$ cat src/rtl/uart_pkg.sv
`default_nettype none
// +------------------------------------------------------------------------+
// | Package    : uart_pkg                                                  |
// | Purpose    : Shared UART definitions used by the configuration block,  |
// |              the receiver and the transmitter: receiver FSM state      |
// |              encoding, parity constants, default payload width and a   |
// |              3-input majority helper.                                  |
// | Revision   : 1.0  initial release                                      |
// +------------------------------------------------------------------------+
package uart_pkg;

   localparam int DATA_WIDTH_DEF = 8;

   localparam logic PARITY_EVEN = 1'b0;
   localparam logic PARITY_ODD  = 1'b1;
   localparam logic PARITY_OFF  = 1'b0;
   localparam logic PARITY_ON   = 1'b1;

   typedef enum logic [2:0] {
      IDLE   = 3'd0,
      START  = 3'd1,
      DATA   = 3'd2,
      PARITY = 3'd3,
      STOP   = 3'd4
   } rx_state_e;

   function automatic logic majority3(input logic a, input logic b, input logic c);
      return (a & b) | (a & c) | (b & c);
   endfunction

endpackage
`default_nettype wire

$ cat src/rtl/uart_rx_sampler.sv
`default_nettype none
// +------------------------------------------------------------------------+
// | Module     : uart_rx_sampler                                           |
// | Purpose    : Per-bit oversampling timer and 3-sample majority voter.   |
// |              edge_cnt runs 0..prescale-1 while run is high. Samples    |
// |              are taken at prescale/2-1 and prescale/2; the third       |
// |              sample is the live line at prescale/2+1, which is also    |
// |              the decision cycle.                                       |
// | Ports      : clk, rst_n (sync, active-low), run (frame in progress),   |
// |              rx (line), prescale (latched ratio) ->                    |
// |              bit_value (majority), bit_done (decision strobe),         |
// |              bit_end (last oversample of the bit)                      |
// | Revision   : 1.0  initial release                                      |
// +------------------------------------------------------------------------+
module uart_rx_sampler
   import uart_pkg::*;
#(
   parameter int PSC_W = 6
)(
   input  logic             clk,
   input  logic             rst_n,
   input  logic             run,
   input  logic             rx,
   input  logic [PSC_W-1:0] prescale,
   output logic             bit_value,
   output logic             bit_done,
   output logic             bit_end
);

   logic [PSC_W-1:0] edge_cnt;
   logic [PSC_W-1:0] half;
   logic             sample0;
   logic             sample1;

   assign half      = prescale >> 1;
   assign bit_done  = run && (edge_cnt == half + PSC_W'(1));
   assign bit_end   = run && (edge_cnt == prescale - PSC_W'(1));
   assign bit_value = majority3(sample0, sample1, rx);

   always_ff @(posedge clk) begin
      if (!rst_n) begin
         edge_cnt <= '0;
         sample0  <= 1'b1;
         sample1  <= 1'b1;
      end else begin
         // Held at 0 while idle so the first START cycle begins at 0.
         if (!run || bit_end)
            edge_cnt <= '0;
         else
            edge_cnt <= edge_cnt + PSC_W'(1);
         if (run && (edge_cnt == half - PSC_W'(1)))
            sample0 <= rx;
         if (run && (edge_cnt == half))
            sample1 <= rx;
      end
   end

endmodule
`default_nettype wire

$ cat src/rtl/uart_rx.sv
`default_nettype none
// +------------------------------------------------------------------------+
// | Module     : uart_rx                                                   |
// | Purpose    : Oversampling UART receiver, 8N1/8E1/8O1 style frames,     |
// |              LSB first. Emits one-cycle data_valid / parity_error /    |
// |              stop_error pulses one cycle after the stop-bit decision.  |
// | Ports      : clk, rst_n (sync, active-low), rx_in (idle high),         |
// |              parity_enable, parity_type (0 even / 1 odd), prescale ->  |
// |              data_out, data_valid, parity_error, stop_error            |
// | Options    : UART_RX_SYNC_EN - route rx_in through a 2-flop            |
// |              synchronizer (adds 2 cycles of latency).                  |
// | Revision   : 1.0  initial release                                      |
// +------------------------------------------------------------------------+
module uart_rx
   import uart_pkg::*;
#(
   parameter int DATA_WIDTH   = DATA_WIDTH_DEF,
   parameter int PRESCALE_MAX = 32
)(
   input  logic                               clk,
   input  logic                               rst_n,
   input  logic                               rx_in,
   input  logic                               parity_enable,
   input  logic                               parity_type,
   input  logic [$clog2(PRESCALE_MAX+1)-1:0]  prescale,
   output logic [DATA_WIDTH-1:0]              data_out,
   output logic                               data_valid,
   output logic                               parity_error,
   output logic                               stop_error
);

   localparam int PSC_W = $clog2(PRESCALE_MAX + 1);
   localparam int BW    = (DATA_WIDTH > 1) ? $clog2(DATA_WIDTH) : 1;
   localparam logic [BW-1:0] LAST_BIT = BW'(DATA_WIDTH - 1);

   logic rx_line;

`ifdef UART_RX_SYNC_EN
   logic [1:0] sync_q;
   always_ff @(posedge clk) begin
      if (!rst_n)
         sync_q <= 2'b11;
      else
         sync_q <= {sync_q[0], rx_in};
   end
   assign rx_line = sync_q[1];
`else
   assign rx_line = rx_in;
`endif

   rx_state_e             state;
   rx_state_e             state_next;
   logic                  cfg_par_en;
   logic                  cfg_par_type;
   logic [PSC_W-1:0]      cfg_prescale;
   logic [BW-1:0]         bit_cnt;
   logic [DATA_WIDTH-1:0] shreg;
   logic                  par_bad;
   logic                  bit_value;
   logic                  bit_done;
   logic                  bit_end;
   logic                  frame_done;
   logic                  exp_parity;

   uart_rx_sampler #(
      .PSC_W (PSC_W)
   ) u_sampler (
      .clk       (clk),
      .rst_n     (rst_n),
      .run       (state != IDLE),
      .rx        (rx_line),
      .prescale  (cfg_prescale),
      .bit_value (bit_value),
      .bit_done  (bit_done),
      .bit_end   (bit_end)
   );

   always_ff @(posedge clk) begin
      if (!rst_n)
         state <= IDLE;
      else
         state <= state_next;
   end

   always_comb begin
      state_next = state;
      frame_done = 1'b0;
      exp_parity = (^shreg) ^ (cfg_par_type == PARITY_ODD);
      case (state)
         IDLE:   if (!rx_line) state_next = START;
         // A high majority in the start bit is treated as line noise.
         START:  if (bit_done && bit_value) state_next = IDLE;
                 else if (bit_end)          state_next = DATA;
         DATA:   if (bit_end && (bit_cnt == LAST_BIT))
                    state_next = (cfg_par_en == PARITY_ON) ? PARITY : STOP;
         PARITY: if (bit_end) state_next = STOP;
         // Leave at mid-stop so a following start edge is never missed.
         STOP:   if (bit_done) begin
                    state_next = IDLE;
                    frame_done = 1'b1;
                 end
         default: state_next = IDLE;
      endcase
   end

   always_ff @(posedge clk) begin
      if (!rst_n) begin
         cfg_par_en   <= PARITY_OFF;
         cfg_par_type <= PARITY_EVEN;
         cfg_prescale <= '0;
         bit_cnt      <= '0;
         shreg        <= '0;
         par_bad      <= 1'b0;
         data_out     <= '0;
         data_valid   <= 1'b0;
         parity_error <= 1'b0;
         stop_error   <= 1'b0;
      end else begin
         data_valid   <= 1'b0;
         parity_error <= 1'b0;
         stop_error   <= 1'b0;
         if (state == IDLE && !rx_line) begin
            cfg_par_en   <= parity_enable;
            cfg_par_type <= parity_type;
            cfg_prescale <= prescale;
         end
         case (state)
            START: begin
               bit_cnt <= '0;
               par_bad <= 1'b0;
            end
            DATA: begin
               if (bit_done) shreg[bit_cnt] <= bit_value;
               if (bit_end)  bit_cnt <= bit_cnt + BW'(1);
            end
            PARITY: begin
               if (bit_done) par_bad <= (bit_value != exp_parity);
            end
            STOP: begin
               if (frame_done) begin
                  stop_error   <= ~bit_value;
                  parity_error <= par_bad;
                  if (bit_value && !par_bad) begin
                     data_valid <= 1'b1;
                     data_out   <= shreg;
                  end
               end
            end
            default: ;
         endcase
      end
   end

endmodule
`default_nettype wire
$ cat config.mk
export PLATFORM = sky130hd
export DESIGN_NAME = uart_rx
export DESIGN_NICKNAME = d
export VERILOG_FILES = /design/src/rtl/uart_pkg.sv /design/src/rtl/uart_rx_sampler.sv /design/src/rtl/uart_rx.sv
export SDC_FILE = /design/constraint.sdc
export NUM_CORES = 1
export LEC_CHECK = 0
export CAP_MARGIN = 20
export CORE_MARGIN = 8
export CORE_UTILIZATION = 38
export DETAILED_ROUTE_END_ITERATION = 12
export PLACE_DENSITY = 0.56
export SETUP_SLACK_MARGIN = 0.15
export SLEW_MARGIN = 20
export SYNTH_ARGS = -nofsm -noshare
export SYNTH_HDL_FRONTEND = slang
export SYNTH_SLANG_ARGS = --single-unit
$ cat constraint.sdc
create_clock -name clk -period 4.72 [get_ports clk]
set_clock_uncertainty 0.05 [all_clocks]
set_input_delay 0.472 -clock clk [delete_from_list [all_inputs] [get_ports clk]]
set_output_delay 0.472 -clock clk [all_outputs]
set_load 0.01 [all_outputs]
==> metrics list, run 1 <==
* Run status: finished clean
- Mapped Avg Cell Area: between 9 and 10 um^2
* Power density over cell area: 396.0 mW/mm^2
- Total global-route track usage: 12.60%
- The net count of the finished layout is ~300.
- After layout, the worst path uses a little under three fifths of the clock period.
* Post-synthesis instance area: between 0.002 and 0.0025 mm^2
- Final weighted congestion in routability-driven placement: 0.8523
- The worst setup path is of the reg -> reg kind.
* Site row count: 29
- HPWL after detailed placement: 3999 um
- The number of buffers and inverters on the critical path is 0.
* Worst path slowest cell: sky130_fd_sc_hd__dfxtp_1
- After technology mapping, the gate count stands at between 200 and 300.
- Core area: ~0.0063 mm^2
- The analysis attributes to cell leakage a power of ~1.1 nW.
* Final Slew Violations: 0
- Worst-path cell chain: xor3_1 > nor4b_4 > nand3_2 > nor2_1 > nand4b_1 > mux2i_1
* First-pass GRT wire length: approximately 9200 um
- Number of warnings reported in the yosys synthesis log: 0
- Registers take between 800 and 900 um^2.
- In the layout the commonest cells are sky130_fd_sc_hd__dfxtp_1, sky130_fd_sc_hd__nor2_1, sky130_fd_sc_hd__mux2i_1.
* Number of buffers inserted for hold repair after clock tree synthesis: 0
- Summing all multi-input logic gate instances after layout gives ~0.0015 mm^2.
* Iter 0 DRT Violations: 63
- In the synthesized netlist the async set-or-reset flop fraction comes to 0%.
* Number of primary I/O pins: 22
- The worst setup path is captured at a flip-flop.
- Across the run, the number of max-cap violations was 0.
* Pin count of the biggest net entering global routing: 20
- The path class of the tightest hold or removal check is reg -> reg.
* DRC errors left: 0
* Synth-to-Final Area Change: 14.16%
- Synthesis inferred 42 register bits.
- Crit path largest cell delay: 0.70 ns
- Crit path launch type: flip-flop
* Effective utilization at floorplan: between 30% and 40%
* Final hold viol count: 0
- The synthesized design contains 0 enable-type register cells.
- Final count of negative-setup-slack endpoints: 0
- Maximum net fanout on the critical path: 14
- Number of library cell types mapped by synthesis: a little over 50
- Clock tree from TritonCTS: done
- The root buffer cell chosen for the clock tree is sky130_fd_sc_hd__clkbuf_8.
- Headroom to the max-slew limit: between 50% and 60%
- Once layout is complete, the utilization of the core stands at roughly 44%.
- Routed via count: about 1900
- CTS Buffer Depth: 2
- Die extent in x: around 96 um
- H-Tree Depth: 2
- Fillers: roughly 650
- The number of antenna diodes in the final layout is 0.
- Total Routed Length: roughly 5300 um
- Clock transition at path regs: roughly 0.080 ns
* Setup repair after global routing missed its margin: false
* Resized Gates After CTS: 0
* Detail-routed via count per cell: about 5.2
* Iteration count of the initial detailed-routing pass: 4
- TritonCTS buffer count: 5
* Insertion delay of the later-clocked pin in the worst-skew pair: around 0.29 ns
- Fmax: about 370 MHz
* Antenna violations before repair: 0
* Input/output buffers: 21
- Slew @ Worst Pin: between 0.6 and 0.7 ns
- Die outline height: between 90 and 100 um
- The total overflow left after global routing is 0.
- The detail route stage leaves a number of antenna-violating nets equal to 0.
- Worst path top cell family by delay: simple AND/OR/NAND/NOR gates
- The tree built by TritonCTS fans out to 42 sinks.
* Max rail drop VDD: ~250 uV
- The number of global-route vias before repair is 1882.
- After detailed routing, the average wire length per cell comes to between 10 and 15 um.
- The smallest clock period supported by the final layout is computed as around 2.7 ns.
- The number of nets in the synthesized netlist is slightly below 300.
- Leaving out fill and tap cells, the most frequent cell in the layout is sky130_fd_sc_hd__dfxtp_1.
* Data arrival at the endpoint of the critical path: 2.81 ns
* Fraction of layout cells with a size suffix above 1: between 7 and 8%
- Area of the die: just over 0.009 mm^2
* Worst path required time: 4.84 ns
* Share of the yosys chip area belonging to registers: about a third
- The most used flip-flop cell after synthesis is sky130_fd_sc_hd__dfxtp_1.
- For the final routed database, the setup TNS stands at 0 ns.
- After clock tree synthesis, the setup repair step added 0 buffers.
## metal layers
metal  GRT usage (%)  up-vias  share of wire, %
met5               0        -                 0
met3           2.859        4               3.2
met4           4.161        0               1.3
li1                -      986                 -
met1           17.61      887                52
met2           18.67       34                43
## power by group
group	total, mW	internal [mW]	leakage (nW)	switching [mW]
combinational	0.425	0.188	0.681	0.237
sequential	0.447	0.384	0.340	0.0624
clock	0.239	0.118	0.0472	0.121
## worst reg2reg max path: stages (launching register included)
cell and delay, ns:
sky130_fd_sc_hd__dfxtp_1 0.70, sky130_fd_sc_hd__xor3_1 0.60, sky130_fd_sc_hd__nor4b_4 0.25, sky130_fd_sc_hd__nand3_2 0.16, sky130_fd_sc_hd__nor2_1 0.46, sky130_fd_sc_hd__nand4b_1 0.20
sky130_fd_sc_hd__mux2i_1 0.16
## registers in the layout (all words and copies together), names as in the netlist
register            count
u_sampler.sample1       1
data_out                8
u_sampler.sample0       1
u_sampler.edge_cnt      6
stop_error              1
shreg                   8
bit_cnt                 3
state                   3
cfg_prescale            6
cfg_par_type            1
par_bad                 1
cfg_par_en              1
data_valid              1
parity_error            1
## per-stage QoR
step	power, mW	hold slack [ns]	cell area (um^2)	setup WS (ns)	cells
final	1.110	0.3910	2804	2.027	366
after global routing	1.192	0.4351	2804	1.732	366
after CTS	1.120	0.3914	2804	2.015	366
after detailed placement	0.8781	0.3797	2709	2.021	358
after global placement	0.8829	0.3867	2709	2.056	358
after floorplan	0.7884	0.3607	2456	2.445	272
## layout make-up
class / count / share of cell area (%)
Inverter: 10 / 1.339
Clock inverter: 2 / 0.4462
Tap cell: 77 / 3.436
Timing Repair Buffer: 23 / 8.032
Clock buffer: 6 / 2.945
Sequential cell: 42 / 29.99
Multi-Input combinational cell: 206 / 53.82
## cells in the mapped netlist (2+ instances only)
cell | number | share of area [%]
sky130_fd_sc_hd__buf_2 | 7 | 1.4
sky130_fd_sc_hd__a21oi_1 | 8 | 1.6
sky130_fd_sc_hd__nand2b_1 | 4 | 1.0
sky130_fd_sc_hd__nand2_1 | 26 | 4.0
sky130_fd_sc_hd__dfxtp_1 | 42 | 34
sky130_fd_sc_hd__nand3b_1 | 3 | 0.92
sky130_fd_sc_hd__buf_1 | 2 | 0.31
sky130_fd_sc_hd__inv_1 | 9 | 1.4
sky130_fd_sc_hd__a311o_1 | 4 | 1.6
sky130_fd_sc_hd__nand3_1 | 4 | 0.82
sky130_fd_sc_hd__o41ai_1 | 2 | 0.71
sky130_fd_sc_hd__nor2_1 | 30 | 4.6
sky130_fd_sc_hd__clkbuf_1 | 4 | 0.61
sky130_fd_sc_hd__nand4_1 | 5 | 1.3
sky130_fd_sc_hd__and3_1 | 9 | 2.3
sky130_fd_sc_hd__xor2_1 | 8 | 2.9
sky130_fd_sc_hd__nor2b_1 | 4 | 1.0
sky130_fd_sc_hd__nor3_1 | 4 | 0.82
sky130_fd_sc_hd__nor4_1 | 4 | 1.0
sky130_fd_sc_hd__nand4b_1 | 3 | 1.1
sky130_fd_sc_hd__ha_1 | 7 | 3.6
sky130_fd_sc_hd__mux2i_1 | 28 | 11
sky130_fd_sc_hd__nor4_2 | 3 | 1.5
sky130_fd_sc_hd__o211ai_1 | 3 | 0.92
sky130_fd_sc_hd__and2_1 | 2 | 0.51
sky130_fd_sc_hd__xnor2_1 | 22 | 7.8
## kinds of logic (layout without fill, tap and decap cells)
kind of cell,count (synthesis),in the layout,synth area share (%)
muxes,28,28,11.41
and+or+nand+nor,108,108,24.10
AOI/OAI and AO/OA,31,31,10.29
xor gates and xnor gates,31,31,11.67
adders and majority gates,8,8,3.973
DFF,42,42,34.23
buffers and inverters,24,41,4.330
## path summary, 6_finish.rpt
check / from / depth (start not counted) / slack (ns) / end
min: par_bad / 1 / 0.39 / data_valid
max: cfg_prescale[3] / 6 / 2.03 / shreg[0]
min reg2reg: par_bad / 1 / 0.39 / data_valid
max reg2reg: cfg_prescale[3] / 6 / 2.03 / shreg[0]
No activity file was read; power rests on OpenSTA's default activity.
==> inputs of run 2 (changes only) <==
==> constraint.sdc (replaced) <==
create_clock -name clk -period 2.8 [get_ports clk]
set_clock_uncertainty 0.05 [all_clocks]
set_input_delay 0.28 -clock clk [delete_from_list [all_inputs] [get_ports clk]]
set_output_delay 0.28 -clock clk [all_outputs]
set_load 0.01 [all_outputs]
==> run 2 against run 1 <==
Net effect:
- fmax up 13%
- final cell count up 2.2%
- clock-buffer cell count down 1
- routed wire length up 3.4%
- via count unchanged
- combinational power up 81%
- global-route usage up 0.20 points
- non-clock buffer count up 8
- core utilization up 0.93 points
==> metrics list, run 2 (synthesis results as in run 1) <==
* Power density over cell area: around 670 mW/mm^2
- Antenna cell count: 0
* DRC errors left: 0
- Relative to the synthesized area, the layout overhead comes to 16.56%.
* Iteration count of the initial detailed-routing pass: 4
- Summed over all cells, the static leakage comes to between 1 and 1.5 nW.
- For this configuration, the core starts out at a cell density of between 30% and 40%.
* Clock transition at path regs: 0.09 ns
* Worst path required time: between 2 and 3 ns
- Setup slack on the critical path of the routed design comes to between 0.4 and 0.5 ns.
- Total Neg Setup Slack: 0 ns
* Critical Path Sink Type: flip-flop
* Setup repair after global routing missed its margin: false
- In this run, CTS created clock tree buffers numbering 5.
- Post-detailed-route count of antenna-violating nets: 0
* Final hold viol count: 0
- Maximum net fanout on the critical path: 10
- Share of the clock period used by the worst path after layout: a little under nine tenths
- The path class of the tightest hold or removal check is reg -> reg.
- Total Routed Length: between 5000 and 6000 um
* Headroom to the max-slew limit: about 59%
- Tightest hold margin: about 0.41 ns
- The max-slew violation count came to 0.
- Most frequent standard cell in the layout excluding fill and tap cells: sky130_fd_sc_hd__dfxtp_1
- The number of antenna violations at the first check in global routing came to 0.
* Fmax: around 420 MHz
- Clock tree from TritonCTS: done
* Input/output buffers: 21
- Insertion delay of the later-clocked pin in the worst-skew pair: 0.30 ns
- Total setup buffers inserted after CTS: 0
- Sequential cells burn 38.7% of the power.
* Crit path launch type: flip-flop
- By startpoint and endpoint, the worst setup path is classified as reg -> reg.
* Combined area of the multi-input logic cells: 0.001509 mm^2
- H-Tree Depth: 2
* Number of primary I/O pins: 22
- Post-detailed-route wirelength per cell: 14.57 um
- HPWL after detailed placement: a little over 4000 um
- Final weighted congestion in routability-driven placement: between 0.8 and 0.9
* Place WS: between 0.3 and 0.4 ns
- Counting every sink on the clock net gives 42.
- Internal cell power: 1.175 mW
- Fraction of layout cells with a size suffix above 1: about 10%
- Max rail drop VDD: about 410 uV
* Commonest non-fill, non-tap cells in the layout: sky130_fd_sc_hd__dfxtp_1, sky130_fd_sc_hd__nor2_1, sky130_fd_sc_hd__mux2i_1
- Number of global-route vias before repair: ~2000
- Number of maximum-capacitance violations: 0
* Register area: approximately 840 um^2
- Entering global routing, the biggest net connects 16 pins.
- Root buffer cell: sky130_fd_sc_hd__clkbuf_8
* First-pass GRT wire length: between 9000 and 10000 um
* Data arrival at the endpoint of the critical path: about 2.6 ns
* Time the final worst path needs with I/O delays and setup: between 2 and 2.5 ns
- Across all layers, the routed design uses about 1900 vias.
- Relative contribution of combinational cells to total power: 40.1%
- Die outline height: between 90 and 100 um
- The die is between 90 and 100 um wide.
* Total global-route track usage: around 13%
- Site row count: 29
- Number of nets in the layout: around 310
- Slew @ Worst Pin: between 0.6 and 0.7 ns
- Run status: finished clean
- Dividing the detail-routed via count by the number of cells gives between 5 and 6.
- Of the total power, the share spent switching nets is 38.81%.
* Clock share of power: about a fifth
* Net switching power: 0.7454 mW
* Fillers: around 650
- Biggest registers after layout: data_out: 8 flops, shreg: 8 flops
- Final count of negative-setup-slack endpoints: 0
- In this run the deepest clock path goes through 2 buffers.
* Iter 0 DRT Violations: ~100
* Core area: between 0.006 and 0.007 mm^2
- The die covers 0.009292 mm^2.
* Remaining global-route overflow: 0
[run 2: path summary, 6_finish.rpt]
kind                    from          to  slack (ns)  cells after the start
max          cfg_prescale[1]    state[0]        0.41                      8
min                  par_bad  data_valid        0.41                      1
max reg2reg  cfg_prescale[1]    state[0]        0.41                      8
min reg2reg          par_bad  data_valid        0.41                      1
[run 2: cell type report]
type	instances	area share [%]
Multi-Input combinational cell	206	52.71
Sequential cell	42	29.41
Timing Repair Buffer	31	9.965
Tap cell	77	3.365
Clock buffer	5	2.404
Inverter	10	1.311
Clock inverter	3	0.8304
[run 2: power by group through the flow]
stage	Sequential, mW	Clock (mW)	Combinational [mW]
final	0.743	0.408	0.770
after global placement	0.755	0	0.757
after global routing	0.757	0.452	0.846
after CTS	0.742	0.425	0.766
after floorplan	0.690	0	0.639
after detailed placement	0.757	0	0.761
[run 2: routing by layer]
layer / vias to the layer above / track usage (%) / part of all wire (%)
met1: 865 / 18.60 / 54
met5: - / 0 / 0
met2: 41 / 18.79 / 40
met4: 0 / 3.783 / 1.2
met3: 6 / 2.241 / 4.4
li1: 999 / - / -
[run 2: through the flow]
stage	total power [mW]	util, %	std cells	cell area (um^2)
after floorplan	1.329	-	272	2456
after global placement	1.513	43.86	366	2769
after detailed placement	1.518	43.86	366	2769
after CTS	1.934	45.32	374	2861
after global routing	2.055	45.34	374	2863
final	1.921	45.34	374	2863
[run 2: critical path, cell delays in order, from the launching register on]
cell	delay, ns
sky130_fd_sc_hd__dfxtp_2	0.42
sky130_fd_sc_hd__inv_1	0.10
sky130_fd_sc_hd__ha_1	0.31
sky130_fd_sc_hd__xnor2_1	0.22
sky130_fd_sc_hd__nor4b_4	0.27
sky130_fd_sc_hd__nand3_2	0.16
sky130_fd_sc_hd__nor4_2	0.32
sky130_fd_sc_hd__o211ai_1	0.20
sky130_fd_sc_hd__a221oi_2	0.24
[run 2: what timing repair did]
action | in CTS | in global routing
hold buffers | 0 | 0
resized for setup | 0 | 1
endpoints found under the setup margin | 0 | 1
==> inputs of run 3 (changes only) <==
--- a/config.mk
+++ b/config.mk
@@ -5,6 +5,7 @@
 export SDC_FILE = /design/constraint.sdc
 export NUM_CORES = 1
 export LEC_CHECK = 0
+export ABC_CLOCK_PERIOD_IN_PS = 2800
 export CAP_MARGIN = 20
 export CORE_MARGIN = 8
 export CORE_UTILIZATION = 38
==> results of run 3 <==
Same layout as run 2: the final DEF is identical, and so are final timing and power.
